**config.mk**
```make
export PLATFORM = sky130hd
export DESIGN_NAME = simm_controller_flat
export DESIGN_NICKNAME = d
export VERILOG_FILES = /design/src/rtl/simm_controller_pkg.sv /design/src/rtl/simm_if.sv /design/src/rtl/simm_controller_refresh_timer.sv /design/src/rtl/simm_controller.sv /design/src/flat_wrapper.sv
export SDC_FILE = /design/constraint.sdc
export NUM_CORES = 1
export LEC_CHECK = 0
export CAP_MARGIN = 20
export CORE_ASPECT_RATIO = 0.9
export CORE_MARGIN = 2
export CORE_UTILIZATION = 52
export DETAILED_ROUTE_END_ITERATION = 8
export PLACE_DENSITY = 0.84
export SLEW_MARGIN = 25
export SYNTH_ARGS = -nofsm -noshare
export SYNTH_HDL_FRONTEND = slang
export SYNTH_SLANG_ARGS = --single-unit
```
**constraint.sdc**
```tcl
create_clock -name clock -period 4.3 [get_ports clock]
set_clock_uncertainty 0.15 [all_clocks]
set_input_delay 1.075 -clock clock [delete_from_list [all_inputs] [get_ports clock]]
set_output_delay 1.075 -clock clock [all_outputs]
set_load 0.005 [all_outputs]
```
**src/rtl/simm_controller_pkg.sv**
```systemverilog
// Shared types and constants for the 72-pin FPM SIMM controller: FSM states,
// CPU address field positions and default DRAM timing.
package simm_controller_pkg;

    typedef enum logic [2:0] {
        ST_IDLE,
        ST_ROW,
        ST_COL,
        ST_ACK,
        ST_PRE,
        ST_REF_CAS,
        ST_REF_RAS
    } state_e;

    localparam logic [9:0] REFRESH_INTERVAL_DEF = 10'd380;
    localparam logic [1:0] RAS_TO_CAS_DEF       = 2'd1;
    localparam logic [1:0] CAS_WIDTH_DEF        = 2'd2;
    localparam logic [1:0] PRECHARGE_DEF        = 2'd2;
    localparam logic [1:0] REF_RAS_CLKS         = 2'd2;

    localparam int ADDR_MSB = 26;
    localparam int ADDR_LSB = 1;
    localparam int BANK_BIT = 26;
    localparam int ROW_MSB  = 25;
    localparam int ROW_LSB  = 14;
    localparam int COL_MSB  = 13;
    localparam int COL_LSB  = 2;

    function automatic logic in_access(input state_e s);
        return (s == ST_ROW) || (s == ST_COL) || (s == ST_ACK);
    endfunction

endpackage

```
**src/rtl/simm_if.sv**
```systemverilog
// CPU-side request/acknowledge and DRAM-side strobes/address of the SIMM slot.
interface simm_if;
    import simm_controller_pkg::*;

    logic                     cs;
    logic                     ds;
    logic                     rn_w;
    logic [ADDR_MSB:ADDR_LSB] addr;
    logic [3:0]               lanes;
    logic                     simm_ack;
    logic [3:0]               n_ras0;
    logic [3:0]               n_ras1;
    logic [3:0]               n_cas;
    logic                     n_simm_we;
    logic                     n_simm;
    logic [11:0]              simm_addr;

    modport master (
        output cs, ds, rn_w, addr, lanes,
        input  simm_ack, n_ras0, n_ras1, n_cas, n_simm_we, n_simm, simm_addr
    );

    modport slave (
        input  cs, ds, rn_w, addr, lanes,
        output simm_ack, n_ras0, n_ras1, n_cas, n_simm_we, n_simm, simm_addr
    );
endinterface

```
**src/rtl/simm_controller_refresh_timer.sv**
```systemverilog
// Free-running refresh interval counter; raises pending on each wrap until the
// controller reports the refresh as serviced.
module simm_controller_refresh_timer #(
    parameter logic [9:0] INTERVAL = 10'd380
) (
    input  logic clock,
    input  logic reset,
    input  logic serviced,
    output logic pending
);
    logic [9:0] count_q, count_d;
    logic       pending_q, pending_d;
    logic       wrap;

    // A wrap coinciding with a service keeps pending set so the new interval is not lost.
    always_comb begin
        wrap      = (count_q == INTERVAL - 10'd1);
        count_d   = wrap ? 10'd0 : count_q + 10'd1;
        pending_d = pending_q;
        if (wrap) begin
            pending_d = 1'b1;
        end else if (serviced) begin
            pending_d = 1'b0;
        end
    end

    always_ff @(posedge clock) begin
        if (reset) begin
            count_q   <= 10'd0;
            pending_q <= 1'b0;
        end else begin
            count_q   <= count_d;
            pending_q <= pending_d;
        end
    end

    assign pending = pending_q;
endmodule

```
**src/rtl/simm_controller.sv**
```systemverilog
// FPM DRAM controller: sequences RAS/CAS/WE and the row/column mux for CPU
// long-word accesses and interleaves CAS-before-RAS refresh.
module simm_controller
    import simm_controller_pkg::*;
#(
    parameter logic [9:0] REFRESH_INTERVAL = REFRESH_INTERVAL_DEF,
    parameter logic [1:0] RAS_TO_CAS       = RAS_TO_CAS_DEF,
    parameter logic [1:0] CAS_WIDTH        = CAS_WIDTH_DEF,
    parameter logic [1:0] PRECHARGE        = PRECHARGE_DEF
) (
    input  logic    clock,
    input  logic    reset,
    simm_if.slave   bus
);
    state_e      state_q, state_d;
    logic [1:0]  cnt_q, cnt_d;
    logic        bank_q, bank_d;
    logic [11:0] row_q, row_d;
    logic [11:0] col_q, col_d;
    logic [3:0]  lanes_q, lanes_d;
    logic        rn_w_q, rn_w_d;
    logic        ack_q, ack_d;
    logic [3:0]  n_ras0_q, n_ras0_d;
    logic [3:0]  n_ras1_q, n_ras1_d;
    logic [3:0]  n_cas_q, n_cas_d;
    logic        n_we_q, n_we_d;
    logic        n_simm_q, n_simm_d;
    logic [11:0] simm_addr_q, simm_addr_d;
    logic        pending;
    logic        serviced;
    logic        take_idle;
    logic        unused_addr_lsb;

    assign unused_addr_lsb = bus.addr[ADDR_LSB];

    simm_controller_refresh_timer #(
        .INTERVAL (REFRESH_INTERVAL)
    ) u_refresh_timer (
        .clock    (clock),
        .reset    (reset),
        .serviced (serviced),
        .pending  (pending)
    );

    always_comb begin
        state_d     = state_q;
        cnt_d       = cnt_q;
        bank_d      = bank_q;
        row_d       = row_q;
        col_d       = col_q;
        lanes_d     = lanes_q;
        rn_w_d      = rn_w_q;
        simm_addr_d = simm_addr_q;
        serviced    = 1'b0;
        take_idle   = 1'b0;

        case (state_q)
            ST_IDLE: take_idle = 1'b1;
            ST_ROW: begin
                if (!bus.cs) begin
                    state_d = ST_PRE;
                    cnt_d   = PRECHARGE - 2'd1;
                end else if (cnt_q != 2'd0) begin
                    cnt_d = cnt_q - 2'd1;
                end else if (rn_w_q || bus.ds) begin
                    state_d     = ST_COL;
                    cnt_d       = CAS_WIDTH - 2'd1;
                    simm_addr_d = col_q;
                end
            end
            ST_COL: begin
                if (!bus.cs) begin
                    state_d = ST_PRE;
                    cnt_d   = PRECHARGE - 2'd1;
                end else if (cnt_q != 2'd0) begin
                    cnt_d = cnt_q - 2'd1;
                end else begin
                    state_d = ST_ACK;
                end
            end
            ST_ACK: begin
                if (!bus.cs) begin
                    state_d = ST_PRE;
                    cnt_d   = PRECHARGE - 2'd1;
                end
            end
            ST_PRE: begin
                if (cnt_q != 2'd0) begin
                    cnt_d = cnt_q - 2'd1;
                end else begin
                    take_idle = 1'b1;
                end
            end
            ST_REF_CAS: begin
                state_d = ST_REF_RAS;
                cnt_d   = REF_RAS_CLKS - 2'd1;
            end
            ST_REF_RAS: begin
                if (cnt_q != 2'd0) begin
                    cnt_d = cnt_q - 2'd1;
                end else begin
                    state_d = ST_PRE;
                    cnt_d   = PRECHARGE - 2'd1;
                end
            end
            default: state_d = ST_IDLE;
        endcase

        // End of precharge makes the idle decision on the same edge, so a waiting
        // access or refresh loses no extra clock.
        if (take_idle) begin
            state_d = ST_IDLE;
            if (pending) begin
                state_d  = ST_REF_CAS;
                serviced = 1'b1;
            end else if (bus.cs) begin
                state_d     = ST_ROW;
                cnt_d       = RAS_TO_CAS - 2'd1;
                bank_d      = bus.addr[BANK_BIT];
                row_d       = bus.addr[ROW_MSB:ROW_LSB];
                col_d       = bus.addr[COL_MSB:COL_LSB];
                lanes_d     = bus.lanes;
                rn_w_d      = bus.rn_w;
                simm_addr_d = bus.addr[ROW_MSB:ROW_LSB];
            end
        end

        ack_d    = 1'b0;
        n_ras0_d = 4'hF;
        n_ras1_d = 4'hF;
        n_cas_d  = 4'hF;
        n_we_d   = 1'b1;
        case (state_d)
            ST_ROW: begin
                if (bank_d) n_ras1_d = 4'h0;
                else        n_ras0_d = 4'h0;
            end
            ST_COL, ST_ACK: begin
                if (bank_d) n_ras1_d = 4'h0;
                else        n_ras0_d = 4'h0;
                n_cas_d = ~lanes_d;
                n_we_d  = rn_w_d;
                ack_d   = (state_d == ST_ACK);
            end
            ST_REF_CAS: n_cas_d = 4'h0;
            ST_REF_RAS: begin
                n_cas_d  = 4'h0;
                n_ras0_d = 4'h0;
                n_ras1_d = 4'h0;
            end
            default: ;
        endcase
        n_simm_d = ~(bus.ds && in_access(state_d));
    end

    always_ff @(posedge clock) begin
        if (reset) begin
            state_q     <= ST_IDLE;
            cnt_q       <= 2'd0;
            bank_q      <= 1'b0;
            row_q       <= 12'd0;
            col_q       <= 12'd0;
            lanes_q     <= 4'd0;
            rn_w_q      <= 1'b1;
            ack_q       <= 1'b0;
            n_ras0_q    <= 4'hF;
            n_ras1_q    <= 4'hF;
            n_cas_q     <= 4'hF;
            n_we_q      <= 1'b1;
            n_simm_q    <= 1'b1;
            simm_addr_q <= 12'd0;
        end else begin
            state_q     <= state_d;
            cnt_q       <= cnt_d;
            bank_q      <= bank_d;
            row_q       <= row_d;
            col_q       <= col_d;
            lanes_q     <= lanes_d;
            rn_w_q      <= rn_w_d;
            ack_q       <= ack_d;
            n_ras0_q    <= n_ras0_d;
            n_ras1_q    <= n_ras1_d;
            n_cas_q     <= n_cas_d;
            n_we_q      <= n_we_d;
            n_simm_q    <= n_simm_d;
            simm_addr_q <= simm_addr_d;
        end
    end

    assign bus.simm_ack  = ack_q;
    assign bus.n_ras0    = n_ras0_q;
    assign bus.n_ras1    = n_ras1_q;
    assign bus.n_cas     = n_cas_q;
    assign bus.n_simm_we = n_we_q;
    assign bus.n_simm    = n_simm_q;
    assign bus.simm_addr = simm_addr_q;
endmodule

```
**src/flat_wrapper.sv**
```systemverilog
// flat-port wrapper written by rule: the top's interface ports become plain ports
module simm_controller_flat import simm_controller_pkg::*;
#(
    parameter logic [9:0] REFRESH_INTERVAL = REFRESH_INTERVAL_DEF,
    parameter logic [1:0] RAS_TO_CAS       = RAS_TO_CAS_DEF,
    parameter logic [1:0] CAS_WIDTH        = CAS_WIDTH_DEF,
    parameter logic [1:0] PRECHARGE        = PRECHARGE_DEF
)
  (clock, reset, bus_cs, bus_ds, bus_rn_w, bus_addr, bus_lanes, bus_simm_ack, bus_n_ras0, bus_n_ras1, bus_n_cas, bus_n_simm_we, bus_n_simm, bus_simm_addr);
  simm_if bus_i ();
  input  logic clock;
  input  logic reset;
  input wire logic [$bits(bus_i.cs)-1:0] bus_cs;
  input wire logic [$bits(bus_i.ds)-1:0] bus_ds;
  input wire logic [$bits(bus_i.rn_w)-1:0] bus_rn_w;
  input wire logic [$bits(bus_i.addr)-1:0] bus_addr;
  input wire logic [$bits(bus_i.lanes)-1:0] bus_lanes;
  output wire logic [$bits(bus_i.simm_ack)-1:0] bus_simm_ack;
  output wire logic [$bits(bus_i.n_ras0)-1:0] bus_n_ras0;
  output wire logic [$bits(bus_i.n_ras1)-1:0] bus_n_ras1;
  output wire logic [$bits(bus_i.n_cas)-1:0] bus_n_cas;
  output wire logic [$bits(bus_i.n_simm_we)-1:0] bus_n_simm_we;
  output wire logic [$bits(bus_i.n_simm)-1:0] bus_n_simm;
  output wire logic [$bits(bus_i.simm_addr)-1:0] bus_simm_addr;
  assign bus_i.cs = bus_cs;
  assign bus_i.ds = bus_ds;
  assign bus_i.rn_w = bus_rn_w;
  assign bus_i.addr = bus_addr;
  assign bus_i.lanes = bus_lanes;
  assign bus_simm_ack = bus_i.simm_ack;
  assign bus_n_ras0 = bus_i.n_ras0;
  assign bus_n_ras1 = bus_i.n_ras1;
  assign bus_n_cas = bus_i.n_cas;
  assign bus_n_simm_we = bus_i.n_simm_we;
  assign bus_n_simm = bus_i.n_simm;
  assign bus_simm_addr = bus_i.simm_addr;
  simm_controller #(.REFRESH_INTERVAL(REFRESH_INTERVAL), .RAS_TO_CAS(RAS_TO_CAS), .CAS_WIDTH(CAS_WIDTH), .PRECHARGE(PRECHARGE)) u_core (.clock(clock), .reset(reset), .bus(bus_i));
endmodule
```
==> results.json <==
{
  "status": "complete, no violations",
  "relSlewSlack": 0.362,
  "setup_violations": 0,
  "final_cells": 387,
  "antenna_found_initial": 0,
  "synthCells": 280,
  "pin_count": 62,
  "grt_pass1_vias": 1994,
  "area_delta_synth_final_pct": 25.6,
  "first_pass_iters": 4,
  "grt_max_degree": 44,
  "drv_cap": 0,
  "tns_ns": 0,
  "synth-xor-area-share": 0.0251,
  "cts_setup_buffers": 0,
  "fmax_mhz": 345,
  "synth_top_family_by_area": "simple AND/OR/NAND/NOR gates",
  "yosys_register_bits": 55,
  "top_layer_used": "met4",
  "post-route-util": 0.685,
  "whs_ns": 0.296,
  "dieWidth_um": 76.3,
  "routed-wl-met3_um": 249,
  "maxSlewViolCount": 0,
  "drt_wl_total_um": 5210,
  "clkPwrFrac": 0.203,
  "post-route-min-period_ns": 2.89,
  "vias_per_cell": 5.38,
  "hold_buffers": 0,
  "yosysWarnings": 0,
  "hpwl_um": 3690,
  "hold_viol": 0,
  "synthesis.nets": 316,
  "fp.coreArea_um2": 4490,
  "clock-root-buffer": "clkbuf_8",
  "startpoint": "bus_cs",
  "place_inst": 379,
  "layout-drive-gt1-share": 0.102,
  "synthSimpleGateAreaFrac": 0.241,
  "cts_resized": 0,
  "synth-compound-area-share": 0.186,
  "dieArea_um2": 5270,
  "min-delay-start": "u_core.u_refresh_timer.count_q[0]$_SDFF_PP0_",
  "cp-end-kind": "flip-flop",
  "final_cell_mix": "clkdlybuf4s50_1, nand2_1, dfxtp_1, nor2_1, a21oi_1",
  "layout_commonest_cell": "clkdlybuf4s50_1",
  "synthAdderAreaFrac": 0.00511,
  "muxShareOfSynthArea": 0.0251,
  "synth.avg_cell_area_um2": 8.74,
  "clk_latency_ns": 0.30,
  "rows": 23,
  "nets": 360,
  "portBuffers": 60,
  "diodes": 0,
  "place_ws_ns": 1.11,
  "rr_startpoint": "u_core.state_q[0]$_SDFF_PP0_",
  "wl_met1_um": 2390,
  "swShare": 0.319,
  "avgRoutedWirePerCell_um": 13.5,
  "ir_drop_v": 0.000315,
  "cts.sink_count": 55,
  "power.leakage_nw": 1.15,
  "grt_pass1_wl_um": 9190,
  "async_flop_share": 0,
  "power.switching_w": 0.000432,
  "clk_pin_slew_ns": 0.09,
  "num_vias": 2083,
  "power.share.sequential": 0.472,
  "power_density_nw_per_um2": 441,
  "power_frac_comb": 0.325,
  "worstPathArrival_ns": 2.91,
  "fin_ws_ns": 1.41,
  "syn_area_um2": 2450,
  "cts_tree": "done",
  "met2_length_um": 2480,
  "synth.distinct_cells": 53,
  "place.gp.congestion": 0.784,
  "hold_path_class": "reg2reg",
  "finalCritPeriodShare": 0.673,
  "initial_core_util": 0.545,
  "track_usage": 0.209,
  "grt-ovfl-total": 0,
  "worstPathRequired_ns": 4.31,
  "internal_power_w": 0.000924,
  "grt_setup_unrepaired": "no",
  "synth_ff_type": "dfxtp_1",
  "startpoint_type": "input port",
  "seq_area_frac_synth": 0.450,
  "drtIter0Drc": 118,
  "synth_edf_count": 0,
  "worstSetupPathType": "in2reg",
  "die_h_um": 69.1,
  "worst_pin_slew_ns": 0.956,
  "cts_buffer_depth": 2,
  "ant_nets": 0,
  "h-tree-depth": 2,
  "drc": 0,
  "cts_inserted_buffers": 5,
  "crit_fanout": 10
}
-- metal layers --
| layer | vias up | track usage |
|---|---|---|
| met4 | 0 | 0.0687 |
| met3 | 9 | 0.0432 |
| met1 | 970 | 0.271 |
| met5 | - | 0 |
| met2 | 59 | 0.350 |
| li1 | 1045 | - |
-- state kept, by name (all words and copies together) (netlist names) --
register                        flops
u_core.bank_q                       1
u_core.bus.n_cas                    4
u_core.bus.n_ras0                   1
u_core.bus.n_ras1                   1
u_core.bus.n_simm                   1
u_core.bus.n_simm_we                1
u_core.bus.simm_ack                 1
u_core.bus.simm_addr               12
u_core.cnt_q                        2
u_core.col_q                       12
u_core.lanes_q                      4
u_core.rn_w_q                       1
u_core.state_q                      3
u_core.u_refresh_timer.count_q     10
u_core.u_refresh_timer.pending      1
-- path summary, 6_finish.rpt --
path / to / slack [ns] / depth (start not counted)
worst max-delay path: u_core.bus.n_ras1[2]$_SDFF_PP1_ / 1.41 / 6
worst min-delay path: u_core.u_refresh_timer.count_q[0]$_SDFF_PP0_ / 0.30 / 1
worst max register to register: u_core.bus.simm_addr[5]$_SDFF_PP0_ / 2.06 / 5
worst min register to register: u_core.u_refresh_timer.count_q[0]$_SDFF_PP0_ / 0.30 / 1
-- through the flow --
stage / total power (W) / area, um^2
finish: 0.00136 / 3070
global route: 0.00144 / 3070
CTS: 0.00136 / 3070
detailed placement: 0.00109 / 2990
global placement: 0.00108 / 2990
floorplan: 0.000929 / 2450
-- synthesized netlist by cell type (2+ instances only) --
cell type | instances | area [um^2]
a21oi_1 | 19 | 95.1
a311oi_1 | 2 | 17.5
a311oi_2 | 10 | 150
and2_1 | 2 | 12.5
and3_1 | 6 | 37.5
buf_2 | 6 | 30.0
buf_4 | 10 | 75.1
clkbuf_1 | 6 | 22.5
dfxtp_1 | 55 | 1100
inv_1 | 6 | 22.5
mux2i_1 | 5 | 50.1
nand2_1 | 55 | 206
nand2_2 | 2 | 12.5
nand2b_1 | 4 | 25.0
nand3_1 | 7 | 35.0
nor2_1 | 36 | 135
nor3_1 | 2 | 10.0
o211ai_1 | 2 | 15.0
o21ai_0 | 3 | 15.0
o21ai_2 | 2 | 17.5
o31a_1 | 3 | 26.3
xnor2_1 | 2 | 17.5
xor2_1 | 5 | 43.8
-- power by group through the flow --
| stage | Clock (W) | Sequential (W) | Combinational [W] |
|---|---|---|---|
| 2_1_floorplan | 0 | 0.000627 | 0.000302 |
| 3_3_place_gp | 0 | 0.000646 | 0.000431 |
| 3_5_place_dp | 0 | 0.000650 | 0.000442 |
| 4_1_cts | 0.000283 | 0.000638 | 0.000443 |
| 5_1_grt | 0.000305 | 0.000651 | 0.000484 |
| 6_report | 0.000276 | 0.000639 | 0.000441 |
-- final cells by class --
type / instances / area, um^2
repair buffers: 61 / 603
well taps: 62 / 77.6
inverters: 6 / 22.5
clock inverters: 3 / 20.0
multi-input cells: 195 / 1180
flip-flops and latches: 55 / 1100
clock buffers: 5 / 68.8
fillers: 402 / 1420
-- cell families (layout without fill, tap and decap cells) --
family          count (synthesis)  after routing
buf+inv                        30             75
fa+ha+maj                       1              1
mux                             6              6
compound gates                 54             54
simple gates                  127            127
flops                          55             55
xor+xnor                        7              7
-- critical path, stage by stage --
cell,delay (ns)
clkdlybuf4s50_1,0.68
and2b_1,0.27
a22oi_1,0.15
a2111o_1,0.46
o21ai_2,0.11
o2111ai_1,0.15
No activity file was read; power rests on OpenSTA's default activity.
